===== src/rtl/wb_stage.sv =====
// Writeback stage: commits ALU results and aligned load data to the register file,
// tracks the outstanding load for hazard logic, and keeps sticky error flags.
module wb_stage #(
    parameter int unsigned TIMEOUT = 255
) (
    input  logic        CLK,
    input  logic        RST_X,
    input  logic        in_valid,
    output logic        in_ready,
    input  logic [4:0]  in_rd,
    input  logic        in_wen,
    input  logic        in_is_load,
    input  logic [2:0]  in_funct3,
    input  logic [1:0]  in_addr_lo,
    input  logic [31:0] in_alu_result,
    input  logic        mem_rvalid,
    input  logic [31:0] mem_rdata,
    output logic        wr_regfile,
    output logic [31:0] wr_regfile_data,
    output logic [4:0]  rd,
    output logic        fwd_valid,
    output logic        load_pending,
    output logic [4:0]  pend_rd,
    output logic [31:0] retired,
    output logic        err_misalign,
    output logic        err_timeout,
    output logic        err_spurious
);

    typedef enum logic [1:0] {IDLE, WAIT_MEM, COMMIT} state_t;

    localparam logic [7:0] TIMEOUT_CNT = 8'(TIMEOUT);

    state_t      state_q, state_d;
    logic [7:0]  cnt_q, cnt_d;
    logic [4:0]  rd_q, rd_d;
    logic        wen_q, wen_d;
    logic [2:0]  f3_q, f3_d;
    logic [1:0]  addr_q, addr_d;
    logic        mis_q, mis_d;
    logic        wr_q, wr_d;
    logic [31:0] data_q, data_d;
    logic        in_ready_q, in_ready_d;
    logic        ld_pend_q, ld_pend_d;
    logic [31:0] retired_q, retired_d;
    logic        err_mis_q, err_mis_d;
    logic        err_to_q, err_to_d;
    logic        err_sp_q, err_sp_d;

    logic        accept;
    logic        in_mis;
    logic [7:0]  cnt_inc;
    logic [7:0]  byte_sel;
    logic [15:0] half_sel;
    logic [31:0] load_data;

    assign accept  = in_valid && in_ready_q;
    assign cnt_inc = cnt_q + 8'd1;

    // funct3[1:0]: 00 byte, 01 half, 1x word (includes the undefined encodings)
    assign in_mis = ((in_funct3[1:0] == 2'b01) && in_addr_lo[0]) ||
                    (in_funct3[1] && (in_addr_lo != 2'b00));

    always_comb begin
        case (addr_q)
            2'd0:    byte_sel = mem_rdata[7:0];
            2'd1:    byte_sel = mem_rdata[15:8];
            2'd2:    byte_sel = mem_rdata[23:16];
            default: byte_sel = mem_rdata[31:24];
        endcase
        half_sel = addr_q[1] ? mem_rdata[31:16] : mem_rdata[15:0];
        case (f3_q)
            3'b000:  load_data = {{24{byte_sel[7]}}, byte_sel};
            3'b100:  load_data = {24'd0, byte_sel};
            3'b001:  load_data = {{16{half_sel[15]}}, half_sel};
            3'b101:  load_data = {16'd0, half_sel};
            default: load_data = mem_rdata;
        endcase
    end

    always_comb begin
        state_d   = state_q;
        cnt_d     = cnt_q;
        rd_d      = rd_q;
        wen_d     = wen_q;
        f3_d      = f3_q;
        addr_d    = addr_q;
        mis_d     = mis_q;
        wr_d      = 1'b0;
        data_d    = data_q;
        retired_d = retired_q;
        err_mis_d = err_mis_q;
        err_to_d  = err_to_q;
        err_sp_d  = err_sp_q;

        case (state_q)
            WAIT_MEM: begin
                if (mem_rvalid) begin
                    state_d = COMMIT;
                    data_d  = load_data;
                    wr_d    = wen_q && (rd_q != 5'd0) && !mis_q;
                end else if (cnt_inc == TIMEOUT_CNT) begin
                    state_d  = IDLE;
                    err_to_d = 1'b1;
                end else begin
                    cnt_d = cnt_inc;
                end
            end
            default: begin
                state_d = IDLE;
                if (accept) begin
                    rd_d  = in_rd;
                    wen_d = in_wen;
                    if (in_is_load) begin
                        state_d = WAIT_MEM;
                        f3_d    = in_funct3;
                        addr_d  = in_addr_lo;
                        mis_d   = in_mis;
                        cnt_d   = '0;
                        if (in_mis) err_mis_d = 1'b1;
                    end else begin
                        state_d = COMMIT;
                        mis_d   = 1'b0;
                        data_d  = in_alu_result;
                        wr_d    = in_wen && (in_rd != 5'd0);
                    end
                end
            end
        endcase

        if (mem_rvalid && (state_q != WAIT_MEM)) err_sp_d = 1'b1;
        if (state_d == COMMIT) retired_d = retired_q + 32'd1;
        in_ready_d = (state_d != WAIT_MEM);
        ld_pend_d  = (state_d == WAIT_MEM);
    end

    always_ff @(posedge CLK or posedge RST_X) begin
        if (RST_X) begin
            state_q    <= IDLE;
            cnt_q      <= '0;
            rd_q       <= '0;
            wen_q      <= 1'b0;
            f3_q       <= '0;
            addr_q     <= '0;
            mis_q      <= 1'b0;
            wr_q       <= 1'b0;
            data_q     <= '0;
            in_ready_q <= 1'b1;
            ld_pend_q  <= 1'b0;
            retired_q  <= '0;
            err_mis_q  <= 1'b0;
            err_to_q   <= 1'b0;
            err_sp_q   <= 1'b0;
        end else begin
            state_q    <= state_d;
            cnt_q      <= cnt_d;
            rd_q       <= rd_d;
            wen_q      <= wen_d;
            f3_q       <= f3_d;
            addr_q     <= addr_d;
            mis_q      <= mis_d;
            wr_q       <= wr_d;
            data_q     <= data_d;
            in_ready_q <= in_ready_d;
            ld_pend_q  <= ld_pend_d;
            retired_q  <= retired_d;
            err_mis_q  <= err_mis_d;
            err_to_q   <= err_to_d;
            err_sp_q   <= err_sp_d;
        end
    end

    assign in_ready        = in_ready_q;
    assign wr_regfile      = wr_q;
    assign fwd_valid       = wr_q;
    assign wr_regfile_data = data_q;
    assign rd              = rd_q;
    assign pend_rd         = rd_q;
    assign load_pending    = ld_pend_q;
    assign retired         = retired_q;
    assign err_misalign    = err_mis_q;
    assign err_timeout     = err_to_q;
    assign err_spurious    = err_sp_q;

endmodule


===== config.mk =====
export PLATFORM = sky130hd
export DESIGN_NAME = wb_stage
export DESIGN_NICKNAME = d
export VERILOG_FILES = /design/src/rtl/wb_stage.sv
export SDC_FILE = /design/constraint.sdc
export NUM_CORES = 1
export LEC_CHECK = 0
export BUFFER_PORTS_ARGS = -buffer_cell sky130_fd_sc_hd__buf_4
export CAP_MARGIN = 20
export CORE_MARGIN = 4
export CORE_UTILIZATION = 47
export CTS_BUF_LIST = sky130_fd_sc_hd__clkbuf_4
export CTS_CLUSTER_SIZE = 12
export DETAILED_ROUTE_END_ITERATION = 10
export GPL_TIMING_DRIVEN = 1
export PLACE_DENSITY = 0.78
export RECOVER_POWER = 50
export SYNTH_ARGS = -nofsm -noshare
export SYNTH_HDL_FRONTEND = slang
export SYNTH_SLANG_ARGS = --single-unit

===== constraint.sdc =====
create_clock -name CLK -period 2.7 [get_ports CLK]
set_input_delay 0.54 -clock CLK [delete_from_list [all_inputs] [get_ports CLK]]
set_output_delay 0.54 -clock CLK [all_outputs]
set_load 0.01 [all_outputs]

==> out/qor.csv <==
stage,metric,value,unit
outcome,outcome,completed,
detailed_routing,first_pass_iters,7,
detailed_routing,ant_nets,0,
cells_and_area,fill_cells,866,
synth,synth-xor-area-share,6.49,%
placed_design,hpwl,10500,um
synth,ys_warn_count,0,
placed_design,dp.cells,761,
hold_path,min_path_cells,2,
cells_and_area,final_cell_mix,"buf_4 (135), dfrtp_1 (91), nand2_1 (67)",
synth,synthArstFlopShare,100,%
synth,synth_edf_count,0,
synth,synthFlopType,dfrtp_1,
sta,finClkSkew,0.0192,ns
detailed_routing,wl_per_cell,17.5,um
hold_path,hp-class,input pin to flop,
worst_setup_path,path_max_fanout,34,
pwr,power_density,737,nW/um2
synth,synth-simple-area-share,22.0,%
global_routing,grt_max_degree,68,
synth,synth_top_family_by_area,simple AND/OR/NAND/NOR gates,
global_routing,antenna_found_initial,0,
hold_path,worstHoldEndpoint,fwd_valid$_DFF_PP0_,
worst_setup_path,arrival,2.67,ns
floorplanning,io-pin-count,161,
hold_path,min-delay-start,in_is_load,
worst_setup_path,ff2ff_path_depth,8,
floorplanning,rows,36,
detailed_routing,routed_wl,13600,um
cells_and_area,fin_nets,722,
sta,rsz0062_at_grt,no,
sta,worstMarginPinSlew,1.19,ns
clocking,clkTransAtPathRegs,0.14,ns
synth,netlist_area,4720,um2
sta,finalHoldViolations,0,
cells_and_area,drive_above_1_share,27.8,%
clocking,clkSinkCount,92,
floorplanning,die_w,108,um
sta,max_freq,436,MHz
synth,synthesis.nets,571,
detailed_routing,viasPerCell,5.65,
cells_and_area,area.growth.synth_to_final,28.3,%
worst_setup_path,r2r-end,cnt_q[2]$_DFFE_PP0P_,
placed_design,portBuffers,160,
cells_and_area,final_area,6060,um2
clocking,cts_tree,built,
sta,min_period,2.29,ns
cells_and_area,diodes,0,
job,maxCapViolations,0,
cells_and_area,multi_input_area,2230,um2
worst_setup_path,critPathKind,flop to flop,
worst_setup_path,reg2reg_slack,0.41,ns
synth,synth_fa_ha_area_share,0.794,%
sta,finalCritPeriodShare,84.9,%
floorplanning,initial_core_util,48.3,%
floorplanning,die_area,11700,um2
synth,ys_seq_area_share,48.8,%
synth,syn_inst,488,
synth,syn_area_per_cell,9.68,um2
floorplanning,die_height,108,um
synth,synth_compound_area_share,15.0,%
sta,relSlewSlack,20.0,%
floorplanning,core_area,9770,um2
clocking,cts-root-buf,clkbuf_4,
global_routing,grt_pass1_wl,21500,um
clocking,post_cts_buffers,0,
placed_design,gp_congestion,0.900,
clocking,numCtsBuffers,9,
pwr,total_power,4.47,mW
cells_and_area,layout_commonest_cell,buf_4,
worst_setup_path,required,3.08,ns
detailed_routing,post-route-drc-count,0,
worst_setup_path,r2r_start,state_q[0]$_DFF_PP0_,
pwr,vdd_drop_max,0.410,mV
synth,yosys-mux-area-fraction,2.83,%
placed_design,place_area,6050,um2
synth,synth_top_cell_area_share,48.2,%
clocking,post_cts_resized,0,
global_routing,grt_usage,23.4,%
detailed_routing,via_count,4390,
clocking,ctsHoldBuffers,0,
sta,slew_viol_final,0,
synth,synth_seq_cells,92,
worst_setup_path,start_kind,flop,
clocking,clkLatencyLatePin,0.46,ns
sta,finalSetupViolations,0,
clocking,clockBufferDepth,2,
synth,synth_top_cell_by_area,dfrtp_1,
global_routing,grt_pass1_vias,4372,
synth,synth_cell_type_count,59,
cells_and_area,ff_latch_area,2300,um2
worst_setup_path,worstSetupEndpointType,flop,
pwr,p_leak,2.90,nW
global_routing,grt_overflow,0,
clocking,htreeDepth,3,
detailed_routing,drt_iter0_drc,245,
sta,setup_tns,0,ns
cells_and_area,fin_cells,777,
synth,yosys-top-cells-area,"dfrtp_1 (48%), nand2_1 (5.3%), xnor2_1 (4.1%)",
[where the power goes]
| group | switching, mW | total, mW | internal (mW) |
|---|---|---|---|
| Clock | 0.473 | 0.767 | 0.294 |
| Combinational | 0.928 | 1.64 | 0.714 |
| Sequential | 0.335 | 2.06 | 1.73 |
| Total | 1.74 | 4.47 | 2.74 |
[cell usage after synthesis (5+ instances only)]
cell	n
a211oi_1	25
a21oi_1	17
a22o_1	10
a22oi_1	7
and3_1	9
buf_1	5
buf_4	6
clkbuf_1	14
dfrtp_1	91
inv_1	10
mux2_2	9
nand2_1	67
nand3_1	13
nand4_1	5
nor2_1	44
nor2b_1	5
nor3_1	33
o21ai_0	11
xnor2_1	22
xor2_1	13
[worst max-delay path by stage]
stage | slack (ns) | cells after the start | to | start
after floorplan | 0.73 | 7 | retired[29]$_DFFE_PP0N_ | state_q[0]$_DFF_PP0_
after CTS | 0.60 | 7 | cnt_q[2]$_DFFE_PP0P_ | cnt_q[1]$_DFFE_PP0P_
after global placement | 0.62 | 5 | retired[29]$_DFFE_PP0N_ | in_is_load
after detailed placement | 0.52 | 7 | retired[3]$_DFFE_PP0N_ | mem_rvalid
final | 0.41 | 8 | cnt_q[2]$_DFFE_PP0P_ | state_q[0]$_DFF_PP0_
after global routing | 0.24 | 8 | cnt_q[2]$_DFFE_PP0P_ | state_q[0]$_DFF_PP0_
[cell families (layout without fill, tap and decap cells)]
kind of cell / Yosys count / in the layout
buffers and inverters: 41 / 197
xor gates and xnor gates: 35 / 35
muxes: 11 / 11
adders and majority gates: 3 / 3
and+or+nand+nor: 206 / 206
DFF: 92 / 92
AOI/OAI and AO/OA: 100 / 100
[sequential cells by signal, indices dropped and copies added, names as in the netlist]
signal and cells:
retired 32, wr_regfile_data 32, cnt_q 8, pend_rd 5, f3_q 3, addr_q 2
state_q 2, err_misalign 1, err_spurious 1, err_timeout 1, fwd_valid 1, in_ready 1
load_pending 1, mis_q 1, wen_q 1
[final cells by class]
class | instances | share of cell area (%)
well taps | 133 | 2.75
clock inverters | 6 | 1.03
multi-input cells | 355 | 36.8
inverters | 11 | 0.702
clock buffers | 10 | 1.24
repair buffers | 170 | 19.5
flip-flops and latches | 92 | 38.0
[per-layer routing]
| layer | part of all wire [%] | up-vias | global-route usage (%) |
|---|---|---|---|
| met1 | 41 | 2162 | 30.0 |
| met3 | 6.0 | 25 | 4.42 |
| met2 | 51 | 163 | 40.0 |
| li1 | - | 2040 | - |
| met5 | 0 | - | 0 |
| met4 | 2.3 | 0 | 8.03 |
[through the flow]
stage / hold WS [ns] / setup slack (ns) / util (%)
final: 0.276 / 0.407 / 62.0
after global routing: 0.234 / 0.238 / 62.0
after CTS: 0.134 / 0.595 / 63.3
after detailed placement: 0.450 / 0.519 / 61.9
after global placement: 0.443 / 0.619 / 61.9
after floorplan: 0.441 / 0.735 / -
[worst max-delay path, stage by stage (launching register included)]
cell,delay [ns]
dfrtp_1,0.40
nor2b_2,0.17
clkbuf_2,0.58
nor2_1,0.11
buf_4,0.19
nand2_1,0.10
a21boi_2,0.35
inv_1,0.15
o21ai_0,0.18
(Power assumes the default switching activity.)
